`src/rtl/cpu_pkg.sv`:
```
// Shared encodings for the register bank sequencer: request opcodes and
// the 2-bit sequencer FSM state.
package cpu_pkg;

   localparam int OP_W = 2;
   localparam int ST_W = 2;

   typedef enum logic [OP_W-1:0] {
      OP_NOP   = 2'd0,
      OP_READ  = 2'd1,
      OP_WRITE = 2'd2,
      OP_MOVE  = 2'd3
   } op_t;

   typedef enum logic [ST_W-1:0] {
      ST_IDLE = 2'd0,
      ST_RD   = 2'd1,
      ST_WR   = 2'd2,
      ST_RSP  = 2'd3
   } state_t;

endpackage

```
`src/rtl/onehot_decoder.sv`:
```
// Address to one-hot decoder with enable. Addresses at or above NrOfRegs
// decode to all zeros, so an out-of-range address can never select a cell.
module onehot_decoder #(
   parameter int AddrBits = 4,
   parameter int NrOfRegs = 8
) (
   input  logic [AddrBits-1:0] addr,
   input  logic                en,
   output logic [NrOfRegs-1:0] onehot
);

   // Compare the address against every cell index.
   always_comb begin
      onehot = '0;
      for (int i = 0; i < NrOfRegs; i++) begin
         onehot[i] = en && (int'(addr) == i);
      end
   end

endmodule

```
`src/rtl/register_bank_sequencer.sv`:
```
// Sequencer in front of a bank of tristate register cells. Takes one
// READ/WRITE/MOVE at a time and drives per-cell write enables and tristate
// disables so that at most one cell ever drives the shared read bus.
//
// Handshakes: a transfer happens on a rising Clock edge where valid, ready
// and Tick are all 1. The producer holds valid and its payload until that
// edge; ready never depends combinationally on valid.
module register_bank_sequencer
   import cpu_pkg::*;
#(
   parameter int NrOfBits = 8,
   parameter int NrOfRegs = 8,
   parameter int AddrBits = 4
) (
   input  logic                Clock,
   input  logic                Reset,
   input  logic                Tick,
   input  logic                req_valid,
   output logic                req_ready,
   input  logic [1:0]          req_op,
   input  logic [AddrBits-1:0] req_src,
   input  logic [AddrBits-1:0] req_dst,
   input  logic [NrOfBits-1:0] req_data,
   output logic [NrOfBits-1:0] wr_bus,
   output logic [NrOfRegs-1:0] we,
   output logic [NrOfRegs-1:0] cs,
   input  logic [NrOfBits-1:0] rd_bus,
   output logic                rsp_valid,
   input  logic                rsp_ready,
   output logic [NrOfBits-1:0] rsp_data,
   output logic                err,
   output logic [ST_W-1:0]     dbg_state
);

   state_t                state;
   state_t                state_nxt;
   logic [AddrBits-1:0]   src_q;
   logic [AddrBits-1:0]   dst_q;
   logic [NrOfBits-1:0]   data_q;
   logic                  is_move_q;
   logic                  err_q;
   logic                  accept;
   logic                  src_ok;
   logic                  dst_ok;
   logic                  req_legal;
   logic                  we_en;
   logic                  cs_en;
   logic [NrOfRegs-1:0]   cs_sel;
   op_t                   op;

   assign op     = op_t'(req_op);
   assign accept = req_valid && req_ready && Tick;
   assign src_ok = int'(req_src) < NrOfRegs;
   assign dst_ok = int'(req_dst) < NrOfRegs;

   // A request is legal when every address field its op uses is in range.
   always_comb begin
      req_legal = 1'b1;
      case (op)
         OP_READ:  req_legal = src_ok;
         OP_WRITE: req_legal = dst_ok;
         OP_MOVE:  req_legal = src_ok && dst_ok;
         default:  req_legal = 1'b1;
      endcase
   end

   // State register; Tick low freezes the sequence.
   always_ff @(posedge Clock or negedge Reset) begin
      if (!Reset) begin
         state <= ST_IDLE;
      end else if (Tick) begin
         state <= state_nxt;
      end
   end

   // Next-state logic.
   always_comb begin
      state_nxt = state;
      case (state)
         ST_IDLE: begin
            if (accept && req_legal) begin
               case (op)
                  OP_READ:  state_nxt = ST_RD;
                  OP_WRITE: state_nxt = ST_WR;
                  OP_MOVE:  state_nxt = ST_RD;
                  default:  state_nxt = ST_IDLE;
               endcase
            end
         end
         ST_RD:   state_nxt = is_move_q ? ST_WR : ST_RSP;
         ST_WR:   state_nxt = ST_IDLE;
         ST_RSP:  state_nxt = rsp_ready ? ST_IDLE : ST_RSP;
         default: state_nxt = ST_IDLE;
      endcase
   end

   // Output decode of the state register.
   always_comb begin
      req_ready = 1'b0;
      rsp_valid = 1'b0;
      we_en     = 1'b0;
      cs_en     = 1'b0;
      case (state)
         ST_IDLE: req_ready = 1'b1;
         ST_RD:   cs_en     = 1'b1;
         ST_WR:   we_en     = 1'b1;
         ST_RSP:  rsp_valid = 1'b1;
         default: req_ready = 1'b0;
      endcase
   end

   // Request latches, the shared data register and the reject pulse.
   // The data register holds write data for WRITE and the sampled read bus
   // for READ/MOVE; it feeds both wr_bus and rsp_data.
   always_ff @(posedge Clock or negedge Reset) begin
      if (!Reset) begin
         src_q     <= '0;
         dst_q     <= '0;
         data_q    <= '0;
         is_move_q <= 1'b0;
         err_q     <= 1'b0;
      end else if (Tick) begin
         err_q <= accept && !req_legal;
         if (accept && req_legal) begin
            src_q     <= req_src;
            dst_q     <= req_dst;
            is_move_q <= (op == OP_MOVE);
            if (op == OP_WRITE) begin
               data_q <= req_data;
            end
         end
         if (state == ST_RD) begin
            data_q <= rd_bus;
         end
      end
   end

   onehot_decoder #(
      .AddrBits (AddrBits),
      .NrOfRegs (NrOfRegs)
   ) u_we_dec (
      .addr   (dst_q),
      .en     (we_en),
      .onehot (we)
   );

   onehot_decoder #(
      .AddrBits (AddrBits),
      .NrOfRegs (NrOfRegs)
   ) u_cs_dec (
      .addr   (src_q),
      .en     (cs_en),
      .onehot (cs_sel)
   );

   assign cs        = ~cs_sel;
   assign wr_bus    = data_q;
   assign rsp_data  = data_q;
   assign err       = err_q;
   assign dbg_state = state;

endmodule

```
`config.mk`:
```
export PLATFORM = sky130hd
export DESIGN_NAME = register_bank_sequencer
export DESIGN_NICKNAME = d
export VERILOG_FILES = /design/src/rtl/cpu_pkg.sv /design/src/rtl/onehot_decoder.sv /design/src/rtl/register_bank_sequencer.sv
export SDC_FILE = /design/constraint.sdc
export NUM_CORES = 1
export LEC_CHECK = 0
export ABC_AREA = 1
export BUFFER_PORTS_ARGS = -buffer_cell sky130_fd_sc_hd__buf_2
export CORE_MARGIN = 4
export CORE_UTILIZATION = 43
export CTS_BUF_LIST = sky130_fd_sc_hd__clkbuf_8
export CTS_CLUSTER_DIAMETER = 60
export DETAILED_ROUTE_END_ITERATION = 16
export GPL_ROUTABILITY_DRIVEN = 1
export HOLD_SLACK_MARGIN = 0.06
export MAX_ROUTING_LAYER = met4
export PLACE_DENSITY_LB_ADDON = 0.12
export SYNTH_ARGS = -nofsm -noshare
export SYNTH_HDL_FRONTEND = slang
export SYNTH_SLANG_ARGS = --single-unit
```
`constraint.sdc`:
```
create_clock -name Clock -period 1.35 [get_ports Clock]
set_input_delay 0.0675 -clock Clock [delete_from_list [all_inputs] [get_ports Clock]]
set_output_delay 0.0675 -clock Clock [all_outputs]
set_load 0.02 [all_outputs]
```
==> metrics, run 1 <==
top area cells in the synthesized netlist sky130_fd_sc_hd__dfrtp_1 (42%), sky130_fd_sc_hd__nand2_1 (24%), sky130_fd_sc_hd__nand3_1 (6.3%), sky130_fd_sc_hd__nor2_1 (6.3%), sky130_fd_sc_hd__buf_4 (5.6%); Peak VDD IR 0.00132 V; cell area after synthesis 0.00120 mm2; slew at the pin with the worst max-slew slack 0.464 ns; sum of internal, switching and leakage power 3.77 mW; Sinks on Clock Net 20; synthesis-to-layout area growth 49.9%; cell count after synthesis 174; RSZ-0062 raised after global routing true; crit path kind register to output port; most used standard cell by instance count after synthesis sky130_fd_sc_hd__nand2_1; final setup slack of the worst path -0.0331 ns; total power per unit cell area 2100 mW/mm2; post-synthesis sequential area ratio about two fifths; Worst Hold Slack about 0.056 ns; final setup skew 0.00869 ns; share of post-route cells with drive strength above 1 41.9%; worst reg2reg path startpoint dbg_state[1]; clock slew at the register clock pins of the worst setup and hold paths 0.06 ns; highest achievable clock rate 723 MHz; number of endpoints failing setup at the final stage 13; Avg Cell Area, Syn 6.89 um2; area of placed instances 0.00154 mm2; area of the die 0.00370 mm2; detail-routed via count per cell ~4.8; Worst Setup Start Kind register; vias in the first global route 1193; number of filler cells placed in the layout 219; nets 281; result of the run finished with violations; flops & latches, synth 20; area used by multi-input combinational logic roughly 650 um2; Std-Cell Core Area 0.00257 mm2; number of failing hold endpoints at the final stage 0; fin area around 0.0018 mm2; I/O pin cnt 68; Die X 60.8 um; height of the die 60.8 um; antenna viol nets, final 0; initial DRC count 50; Cell Rows 18; ys flop type sky130_fd_sc_hd__dfrtp_1; Yosys warning total 0; total wirelength of the detailed-routed design 3250 um; Worst Hold Launch req_dst[2]; routability-driven placement congestion ratio 0.905; Max FO, Critical Path 4; dominant cell type by area after synthesis sky130_fd_sc_hd__dfrtp_1; utilization after layout 70.0%; Max H-tree Level 1; total via count after detailed routing 1347; initial core utilization between 40 and 50%; Max-slew headroom 69.0%; router iterations before antenna repair 4; post-detailed-route DRC marker count 0; CTS Root Cell sky130_fd_sc_hd__clkbuf_8; diode count 0; overflow left after global routing 0; total of max-cap violations 0; number of library cell types mapped by synthesis 20; clock latency reported for the late side of the worst-skew pair 0.26 ns; number of slew-limit violations in the final report 0; clock tree from TritonCTS done; sequential cell area 500 um2; synth cell count leaders sky130_fd_sc_hd__nand2_1 (78), sky130_fd_sc_hd__dfrtp_1 (20), sky130_fd_sc_hd__nor2_1 (20); clock buffer depth 2; global-route total usage across every layer a little under a fifth; Routed wire per std cell 11.7 um; required time of the critical path between 1 and 1.5 ns; signal arrival time at the worst endpoint between 1 and 1.5 ns; initial antenna violation count 0; Critical Path End Type output port; Synth async-reset ratio 100%; violations in the final reports setup timing; Num CTS Buffers 3; wire length of the first global-routing pass 5050 um; largest net degree at the start of global routing 21; path type of the worst min-delay path input port to register; half-perimeter wire length after detailed placement roughly 2400 um; worst-case register-to-register setup slack -0.01 ns; top-area cell type share of the netlist area 41.8%; number of buffers added on ports 67; Tcrit/Tclk final 102%; syn_nets 205; static leakage 1.04 nW; min Tclk post-route between 1 and 1.5 ns; worst setup path startpoint dbg_state[1]; number of enable flip-flop cells after synthesis 0
[flip-flops by register name, indices dropped and copies added, names as in the netlist]
name       flops
rsp_data       8
dst_q          4
src_q          4
dbg_state      2
err            1
is_move_q      1
[power breakdown]
group | internal [mW] | switching [mW] | leakage (nW)
Combinational | 0.868 | 1.38 | 0.773
Sequential | 0.886 | 0.246 | 0.241
Clock | 0.199 | 0.188 | 0.0216
Total | 1.95 | 1.82 | 1.04
[what timing repair did]
item,CTS,global route
gates resized for setup,25,20
endpoints found under the setup margin,16,35
hold buffers,2,0
pin swaps,7,11
endpoints found under the hold margin,21,0
buffers inserted,4,2
[area by class of cell]
cell class,count,share of cell area (%)
clock buffer,3,2.30
tap,30,2.09
inverter,13,2.72
multi-input combinational,130,36.1
timing repair buffer,82,28.9
sequential,20,27.9
[per-stage QoR]
stage                     instances  setup TNS, ns  worst slack [ns]
after floorplan                 174              0            0.0159
after global placement          267              0             0.103
after detailed placement        267              0            0.0652
after CTS                       276         -0.474           -0.0727
after global routing            278          -2.29            -0.134
final                           278         -0.267           -0.0331
[cells by family (layout without fill, tap and decap cells)]
logic type	count (synthesis)	after routing	synth area share, %
flip-flops	20	20	41.8
AO/OA/AOI/OAI	9	9	4.28
AND/OR/NAND/NOR	121	121	43.0
buffers and inverters	24	98	11.0
[metal layers]
metal  routed length [um]  GRT usage [%]
met1                 1410           23.4
met5                    0              -
met4                   25           5.57
met2                 1570           30.7
met3                  244           2.55
[layout by cell type (no fill, tap or decap)]
cell	netlist	final
sky130_fd_sc_hd__a21oi_1	5	5
sky130_fd_sc_hd__a22o_1	1	1
sky130_fd_sc_hd__buf_2	0	54
sky130_fd_sc_hd__buf_4	9	18
sky130_fd_sc_hd__buf_6	1	7
sky130_fd_sc_hd__buf_8	0	1
sky130_fd_sc_hd__clkbuf_8	0	3
sky130_fd_sc_hd__dfrtp_1	20	20
sky130_fd_sc_hd__dlygate4sd3_1	0	2
sky130_fd_sc_hd__inv_1	13	12
sky130_fd_sc_hd__inv_2	0	1
sky130_fd_sc_hd__nand2_1	78	69
sky130_fd_sc_hd__nand2_2	1	7
sky130_fd_sc_hd__nand2_4	1	4
sky130_fd_sc_hd__nand3_1	15	14
sky130_fd_sc_hd__nand3_2	1	1
sky130_fd_sc_hd__nand3_4	0	1
sky130_fd_sc_hd__nand3b_1	1	1
sky130_fd_sc_hd__nor2_1	20	17
sky130_fd_sc_hd__nor2_2	0	1
sky130_fd_sc_hd__nor2_4	1	3
sky130_fd_sc_hd__nor3_4	0	2
sky130_fd_sc_hd__o211ai_1	1	1
sky130_fd_sc_hd__o21ai_0	1	1
sky130_fd_sc_hd__o21ai_1	1	1
sky130_fd_sc_hd__or2_4	0	1
[final timing paths]
path / end / cells after the start
setup / recovery: we[7] / 6
hold / removal: dst_q[2] / 3
setup reg to reg: rsp_data[4] / 9
hold reg to reg: dst_q[3] / 2
max in group asynchronous: dbg_state[1] / 2
min in group asynchronous: src_q[2] / 2
[critical path, stage by stage, from the launching register on]
cell                       delay (ns)
sky130_fd_sc_hd__dfrtp_1         0.36
sky130_fd_sc_hd__inv_2           0.06
sky130_fd_sc_hd__buf_6           0.12
sky130_fd_sc_hd__nor2_4          0.10
sky130_fd_sc_hd__nand3b_1        0.14
sky130_fd_sc_hd__nor2_1          0.12
sky130_fd_sc_hd__buf_4           0.15
No activity file was read; power rests on OpenSTA's default activity.
==> run 2: changes to the inputs <==
--- a/config.mk
+++ b/config.mk
@@ -5,7 +5,6 @@
 export SDC_FILE = /design/constraint.sdc
 export NUM_CORES = 1
 export LEC_CHECK = 0
-export ABC_AREA = 1
 export BUFFER_PORTS_ARGS = -buffer_cell sky130_fd_sc_hd__buf_2
 export CORE_MARGIN = 4
 export CORE_UTILIZATION = 43
==> run 2 against run 1 <==
Net effect:
- worst hold slack better by 0.013 ns
- non-clock buffer count up 2
- clock skew down 0.0071 ns
- clock power grew 57%
- wire length down 8.1%
- largest power group unchanged
- fmax is 12% lower
- via count decreased by 20%
- cell count shrank 24%
- register-to-register slack got worse by 0.19 ns
- largest cell class unchanged
- sequential share of layout area shrank 1.2 points
- sequential power up 6%
- the flow still finishes with violations (setup timing)
- global-route usage down 0.93 points
==> metrics, run 2 <==
number of slew-limit violations in the final report 0; antenna viol nets, final 0; commonest non-fill, non-tap cell in the layout sky130_fd_sc_hd__buf_2; min Tclk post-route 1.56 ns; routability-driven placement congestion ratio 0.749; initial core utilization 45.8%; Post-Synth Adder-Cell Area 0%; static leakage 0.899 nW; cell area after synthesis 0.00116 mm2; total wirelength of the detailed-routed design ~3000 um; initial DRC count 27; Worst Hold Launch req_src[3]; Max H-tree Level 1; final setup skew 0.00154 ns; diode count 0; number of buffers added on ports 67; result of the run finished with violations; highest achievable clock rate 639 MHz; syn_nets 136; area of placed instances 0.00154 mm2; signal arrival time at the worst endpoint 1.50 ns; global-route total usage across every layer around 18%; post-detailed-route DRC marker count 0; flops & latches, synth 20; Cell Rows 18; fin area 0.00188 mm2; RSZ-0062 raised after global routing true; total via count after detailed routing 1079; reg2reg path depth 5; clock buffer depth 2; largest net degree at the start of global routing 21; Peak VDD IR around 0.0015 V; final setup slack of the worst path -0.215 ns; overflow left after global routing 0; clock latency reported for the late side of the worst-skew pair 0.26 ns; number of library cell types mapped by synthesis 25; ys flop type sky130_fd_sc_hd__dfrtp_1; Tcrit/Tclk final 116%; Compound-Gate Fraction of Synth Area 3.25%; top-area cell type share of the netlist area 43.3%; detail-routed via count per cell 5.09; required time of the critical path between 1 and 1.5 ns; multiplexer area fraction after synthesis 26.8%; I/O pin cnt 68; dominant cell type by area after synthesis sky130_fd_sc_hd__dfrtp_1; vias in the first global route 1081; Routed wire per std cell 14.1 um; violations in the final reports setup timing; post-synthesis sequential area ratio 43.3%; Max FO, Critical Path 4; Worst Setup Start Kind register; clock tree from TritonCTS done; total of max-cap violations 0; crit path kind register to output port; end of the worst hold path src_q[3]; simple-gate portion of the synthesized area 18.7%; Sinks on Clock Net 20; Max-slew headroom 63.4%; Critical Path End Type output port; area share of xor/xnor cells in the synthesized design 0%; top area cells in the synthesized netlist sky130_fd_sc_hd__dfrtp_1 (43%), sky130_fd_sc_hd__mux2_2 (16%), sky130_fd_sc_hd__mux2_4 (10%), sky130_fd_sc_hd__buf_4 (5.8%), sky130_fd_sc_hd__nand2_1 (3.2%); hold path depth 2; largest family of logic cells by synthesized area multiplexers; synthesis-to-layout area growth 62.6%; most frequent cells in the layout sky130_fd_sc_hd__buf_2 (51), sky130_fd_sc_hd__dfrtp_1 (19), sky130_fd_sc_hd__mux2_2 (15); number of filler cells placed in the layout around 170; sum of internal, switching and leakage power 3.86 mW; CTS Root Cell sky130_fd_sc_hd__clkbuf_8; Std-Cell Core Area 0.00252 mm2; total power per unit cell area roughly 2000 mW/mm2; most used standard cell by instance count after synthesis sky130_fd_sc_hd__dfrtp_1; wire length of the first global-routing pass 4530 um; number of failing hold endpoints at the final stage 0; Die X 59.9 um; Yosys warning total 0; number of endpoints failing setup at the final stage 32; slew at the pin with the worst max-slew slack approximately 0.55 ns; endpoint of the lowest-slack register-to-register path rsp_data[6]; share of post-route cells with drive strength above 1 69.8%; worst reg2reg path startpoint dbg_state[0]; router iterations before antenna repair 4; worst-case register-to-register setup slack -0.20 ns; half-perimeter wire length after detailed placement 2080 um; flip-flop count of the largest register after layout 8; area of the die 0.00358 mm2; synth cell count leaders sky130_fd_sc_hd__dfrtp_1 (20), sky130_fd_sc_hd__mux2_2 (16), sky130_fd_sc_hd__nand2_1 (10), sky130_fd_sc_hd__nor2_1 (10), sky130_fd_sc_hd__buf_4 (9); Num CTS Buffers 3; initial antenna violation count 0; Avg Cell Area, Syn roughly 11 um2; clock slew at the register clock pins of the worst setup and hold paths roughly 0.080 ns; number of enable flip-flop cells after synthesis 0; height of the die about 60 um; nets roughly 210; Synth async-reset ratio 100%; cell count after synthesis around 110; path type of the worst min-delay path input port to register
-- run 2: changes by cell type in the layout (fill, tap and decap cells not counted), sizes merged, moves of 4 or more --
cell         delta
nand2          -69
mux2           +24
inv            -11
nor2           -11
nand3           -9
dlygate4sd3     +6
a21oi           -5
buf             -4
-- run 2: kinds of logic (layout without fill, tap and decap cells) --
kind of cell,count (synthesis),count (layout)
DFF,20,20
and+or+nand+nor,42,42
AOI/OAI and AO/OA,5,5
muxes,25,25
buffers and inverters,13,90
-- run 2: power by group --
group / switching [mW] / leakage (nW) / internal (mW) / total (mW)
combinational: 1.06 / 0.622 / 1.00 / 2.06
clock: 0.211 / 0.0357 / 0.396 / 0.607
sequential: 0.305 / 0.241 / 0.892 / 1.20
total: 1.57 / 0.899 / 2.29 / 3.86
-- run 2: worst max-delay path by stage --
stage,to,startpoint
finish,cs[3],dbg_state[1]
global route,cs[3],dbg_state[0]
CTS,cs[3],dbg_state[1]
detailed placement,rsp_data[5],dbg_state[1]
global placement,rsp_data[7],dbg_state[1]
floorplan,rsp_data[0],dbg_state[1]
-- run 2: through the flow --
stage | hold WS (ns) | cells | setup TNS (ns) | setup slack, ns | util (%)
4_1_cts | 0.0605 | 212 | -2.77 | -0.212 | 72.6
3_3_place_gp | 0.0386 | 198 | -1.45 | -0.129 | 61.1
3_5_place_dp | 0.0426 | 198 | -2.21 | -0.188 | 61.1
5_1_grt | 0.0591 | 212 | -5.96 | -0.307 | 74.5
6_report | 0.0697 | 212 | -3.70 | -0.215 | 74.5
2_1_floorplan | -0.228 | 105 | -3.83 | -0.327 | -
-- run 2: cell type report --
| class | count | area [um2] | share of cell area (%) |
|---|---|---|---|
| Clock buffer | 3 | 41.3 | 2.20 |
| Clock inverter | 1 | 30.0 | 1.60 |
| Inverter | 2 | 7.51 | 0.399 |
| Multi-Input combinational cell | 72 | 686 | 36.5 |
| Sequential cell | 20 | 502 | 26.7 |
| Tap cell | 30 | 37.5 | 2.00 |
| Timing Repair Buffer | 84 | 576 | 30.6 |
-- run 2: timing repair --
item / 4_1_cts / 5_1_grt
setup buffers: 2 / 1
gates resized for setup: 38 / 14
setup endpoints to repair: 33 / 33
endpoints found under the hold margin: 27 / 0
pin swaps: 9 / 3
hold buffers: 8 / 0
-- run 2: critical path, stage by stage, from the launching register on --
cell	delay, ns
sky130_fd_sc_hd__dfrtp_2	0.43
sky130_fd_sc_hd__nor2b_4	0.14
sky130_fd_sc_hd__buf_6	0.11
sky130_fd_sc_hd__nor3b_4	0.29
sky130_fd_sc_hd__nand3_2	0.12
sky130_fd_sc_hd__buf_6	0.15
-- run 2: layer usage --
layer  share of wire, %  global-route usage, %
met3                7.9                   4.97
met2                 55                   30.9
met5                  0                      -
met4                1.0                   5.06
met1                 36                   19.2
==> run 3: changes to the inputs <==
--- a/config.mk
+++ b/config.mk
@@ -5,12 +5,12 @@
 export SDC_FILE = /design/constraint.sdc
 export NUM_CORES = 1
 export LEC_CHECK = 0
-export BUFFER_PORTS_ARGS = -buffer_cell sky130_fd_sc_hd__buf_2
-export CORE_MARGIN = 4
-export CORE_UTILIZATION = 43
+export CORE_MARGIN = 5
+export CORE_UTILIZATION = 50
 export CTS_BUF_LIST = sky130_fd_sc_hd__clkbuf_8
 export CTS_CLUSTER_DIAMETER = 60
 export DETAILED_ROUTE_END_ITERATION = 16
+export DONT_BUFFER_PORTS = 1
 export GPL_ROUTABILITY_DRIVEN = 1
 export HOLD_SLACK_MARGIN = 0.06
 export MAX_ROUTING_LAYER = met4
==> run 3 against run 2 <==
Net effect:
- the run still ends with setup timing left
- clock power down 37%
- critical path depth is the same
- first-iteration DRC count rose to 2.5 times the previous value
- wire length rose by 7.9%
- fmax is 2.7% lower
- design area decreased by 5.9%
- worst hold slack better by 0.0078 ns
- highest routed layer unchanged
==> metrics, run 3 (synthesis results as in run 2) <==
result of the run finished with violations; violations in the final reports setup timing; Max FO, Critical Path 8; global-route met2 utilization 35.6%; wire length of the first global-routing pass 5040 um; number of filler cells placed in the layout 127; global-route total usage across every layer 20.3%; initial core utilization approximately 52%; commonest non-fill, non-tap cell in the layout sky130_fd_sc_hd__dfrtp_1; height of the die 58.1 um; I/O pin cnt 68; total via count after detailed routing 960; slew at the pin with the worst max-slew slack 0.915 ns; signal arrival time at the worst endpoint 1.74 ns; total power per unit cell area between 2000 and 2500 mW/mm2; final setup skew 0.00582 ns; initial antenna violation count 0; router iterations before antenna repair 4; static leakage between 0.7 and 0.8 nW; number of endpoints failing setup at the final stage 33; min Tclk post-route 1.61 ns; number of failing hold endpoints at the final stage 0; Num CTS Buffers 3; clock latency reported for the late side of the worst-skew pair 0.25 ns; post-detailed-route DRC marker count 0; Die X 58.1 um; cell-by-cell listing of the critical path buf_6, and4bb_4, a32o_2, buf_12, mux2_4; routability-driven placement congestion ratio approximately 0.72; # placed instances 143; required time of the critical path 1.49 ns; most congested layer reported by global routing met2; number of cells in the finished layout apart from fillers approximately 170; Tcrit/Tclk final 119%; global routing usage on met1 23.3%; Crit path largest cell delay around 0.42 ns; worst setup timing slack at the placement stage -0.151 ns; Bufs and invs on worst path 2; crit path kind register to register; highest achievable clock rate 622 MHz; diode count 0; Peak VDD IR 0.00168 V; utilization after layout 80.0%; library cell contributing the largest single delay on the critical path sky130_fd_sc_hd__dfrtp_1; Worst Hold Slack about 0.077 ns; clock buffer depth 2; clock slew at the register clock pins of the worst setup and hold paths approximately 0.07 ns; clock tree from TritonCTS done; detail-routed via count per cell 5.68; Cell Rows 17; number of slew-limit violations in the final report 0; area of the die 0.00337 mm2; path type of the worst min-delay path input port to register; overflow left after global routing 0; Max H-tree Level 1; final setup slack of the worst path -0.258 ns; Std-Cell Core Area 0.00221 mm2; initial DRC count roughly 70; cell class contributing the biggest share of worst-path delay flip-flops; global routing usage on met3 between 4 and 5%; Worst Setup Start Kind register; Critical Path End Type register; Sinks on Clock Net 20; total of max-cap violations 0; number of buffers added on ports 0; nets 173; vias in the first global route 1031; Routed wire per std cell 19.0 um; most frequent cells in the layout sky130_fd_sc_hd__dfrtp_1 (19), sky130_fd_sc_hd__mux2_2 (14), sky130_fd_sc_hd__buf_4 (14); sum of internal, switching and leakage power 3.83 mW; share of post-route cells with drive strength above 1 56.0%; total wirelength of the detailed-routed design 3220 um; CTS Root Cell sky130_fd_sc_hd__clkbuf_8; Max-slew headroom around 39%; half-perimeter wire length after detailed placement between 1500 and 2000 um; synthesis-to-layout area growth 53.0%; flip-flop count of the largest register after layout 8; RSZ-0062 raised after global routing true; antenna viol nets, final 0; largest net degree at the start of global routing 21
## run 3: cell count changes in the layout (fill, tap and decap cells not counted), moves of 2 or more
cell                            previous run  this run
sky130_fd_sc_hd__buf_2                    51         0
sky130_fd_sc_hd__buf_12                    0         5
sky130_fd_sc_hd__buf_6                    14         9
sky130_fd_sc_hd__dlygate4sd3_1             8        13
sky130_fd_sc_hd__buf_4                    11        14
sky130_fd_sc_hd__nand2_2                   6         3
sky130_fd_sc_hd__nand2_4                   0         3
sky130_fd_sc_hd__nor3_2                    2         0
## run 3: area by class of cell
cell class | count | area [um2] | area share (%)
clock buffers | 3 | 41.3 | 2.33
clock inverters | 1 | 3.75 | 0.212
well taps | 28 | 35.0 | 1.98
inverters | 2 | 7.51 | 0.424
flip-flops and latches | 20 | 502 | 28.4
multi-input cells | 73 | 728 | 41.2
repair buffers | 42 | 452 | 25.5
## run 3: per-layer routing
metal | wire, um | share of wire [%] | vias to the layer above
met4 | 27 | 0.84 | 0
met2 | 1760 | 55 | 44
met3 | 252 | 7.8 | 4
met1 | 1180 | 37 | 483
met5 | 0 | 0 | -
li1 | - | - | 429
## run 3: repair_timing
item	in CTS	in global routing
endpoints found under the setup margin	33	34
pin swaps	13	6
cloned	0	1
hold buffers	13	0
gates resized for setup	31	9
setup buffers	5	4
endpoints found under the hold margin	31	0
## run 3: metrics by stage
stage                     cell area [um2]  setup TNS (ns)
after CTS                            1690           -4.27
final                                1770           -5.87
after detailed placement             1310           -2.15
after global placement               1310           -1.60
after floorplan                      1190           -3.83
after global routing                 1770           -7.54
## run 3: power breakdown
group          internal, mW  switching, mW  total (mW)
Clock                 0.202          0.182       0.384
Sequential            0.892          0.322        1.21
Combinational          1.10           1.13        2.24
Total                  2.20           1.64        3.83
## run 3: final timing paths
path	start	endpoint	slack, ns	cells after the start
worst min-delay path	req_op[0]	is_move_q	0.08	2
min in group asynchronous	Reset	err	0.39	1
worst min register to register	rsp_data[6]	rsp_data[6]	0.52	1
worst max-delay path	dbg_state[0]	rsp_data[3]	-0.26	5
max in group asynchronous	Reset	dbg_state[1]	0.34	1
worst max register to register	dbg_state[0]	rsp_data[3]	-0.26	5
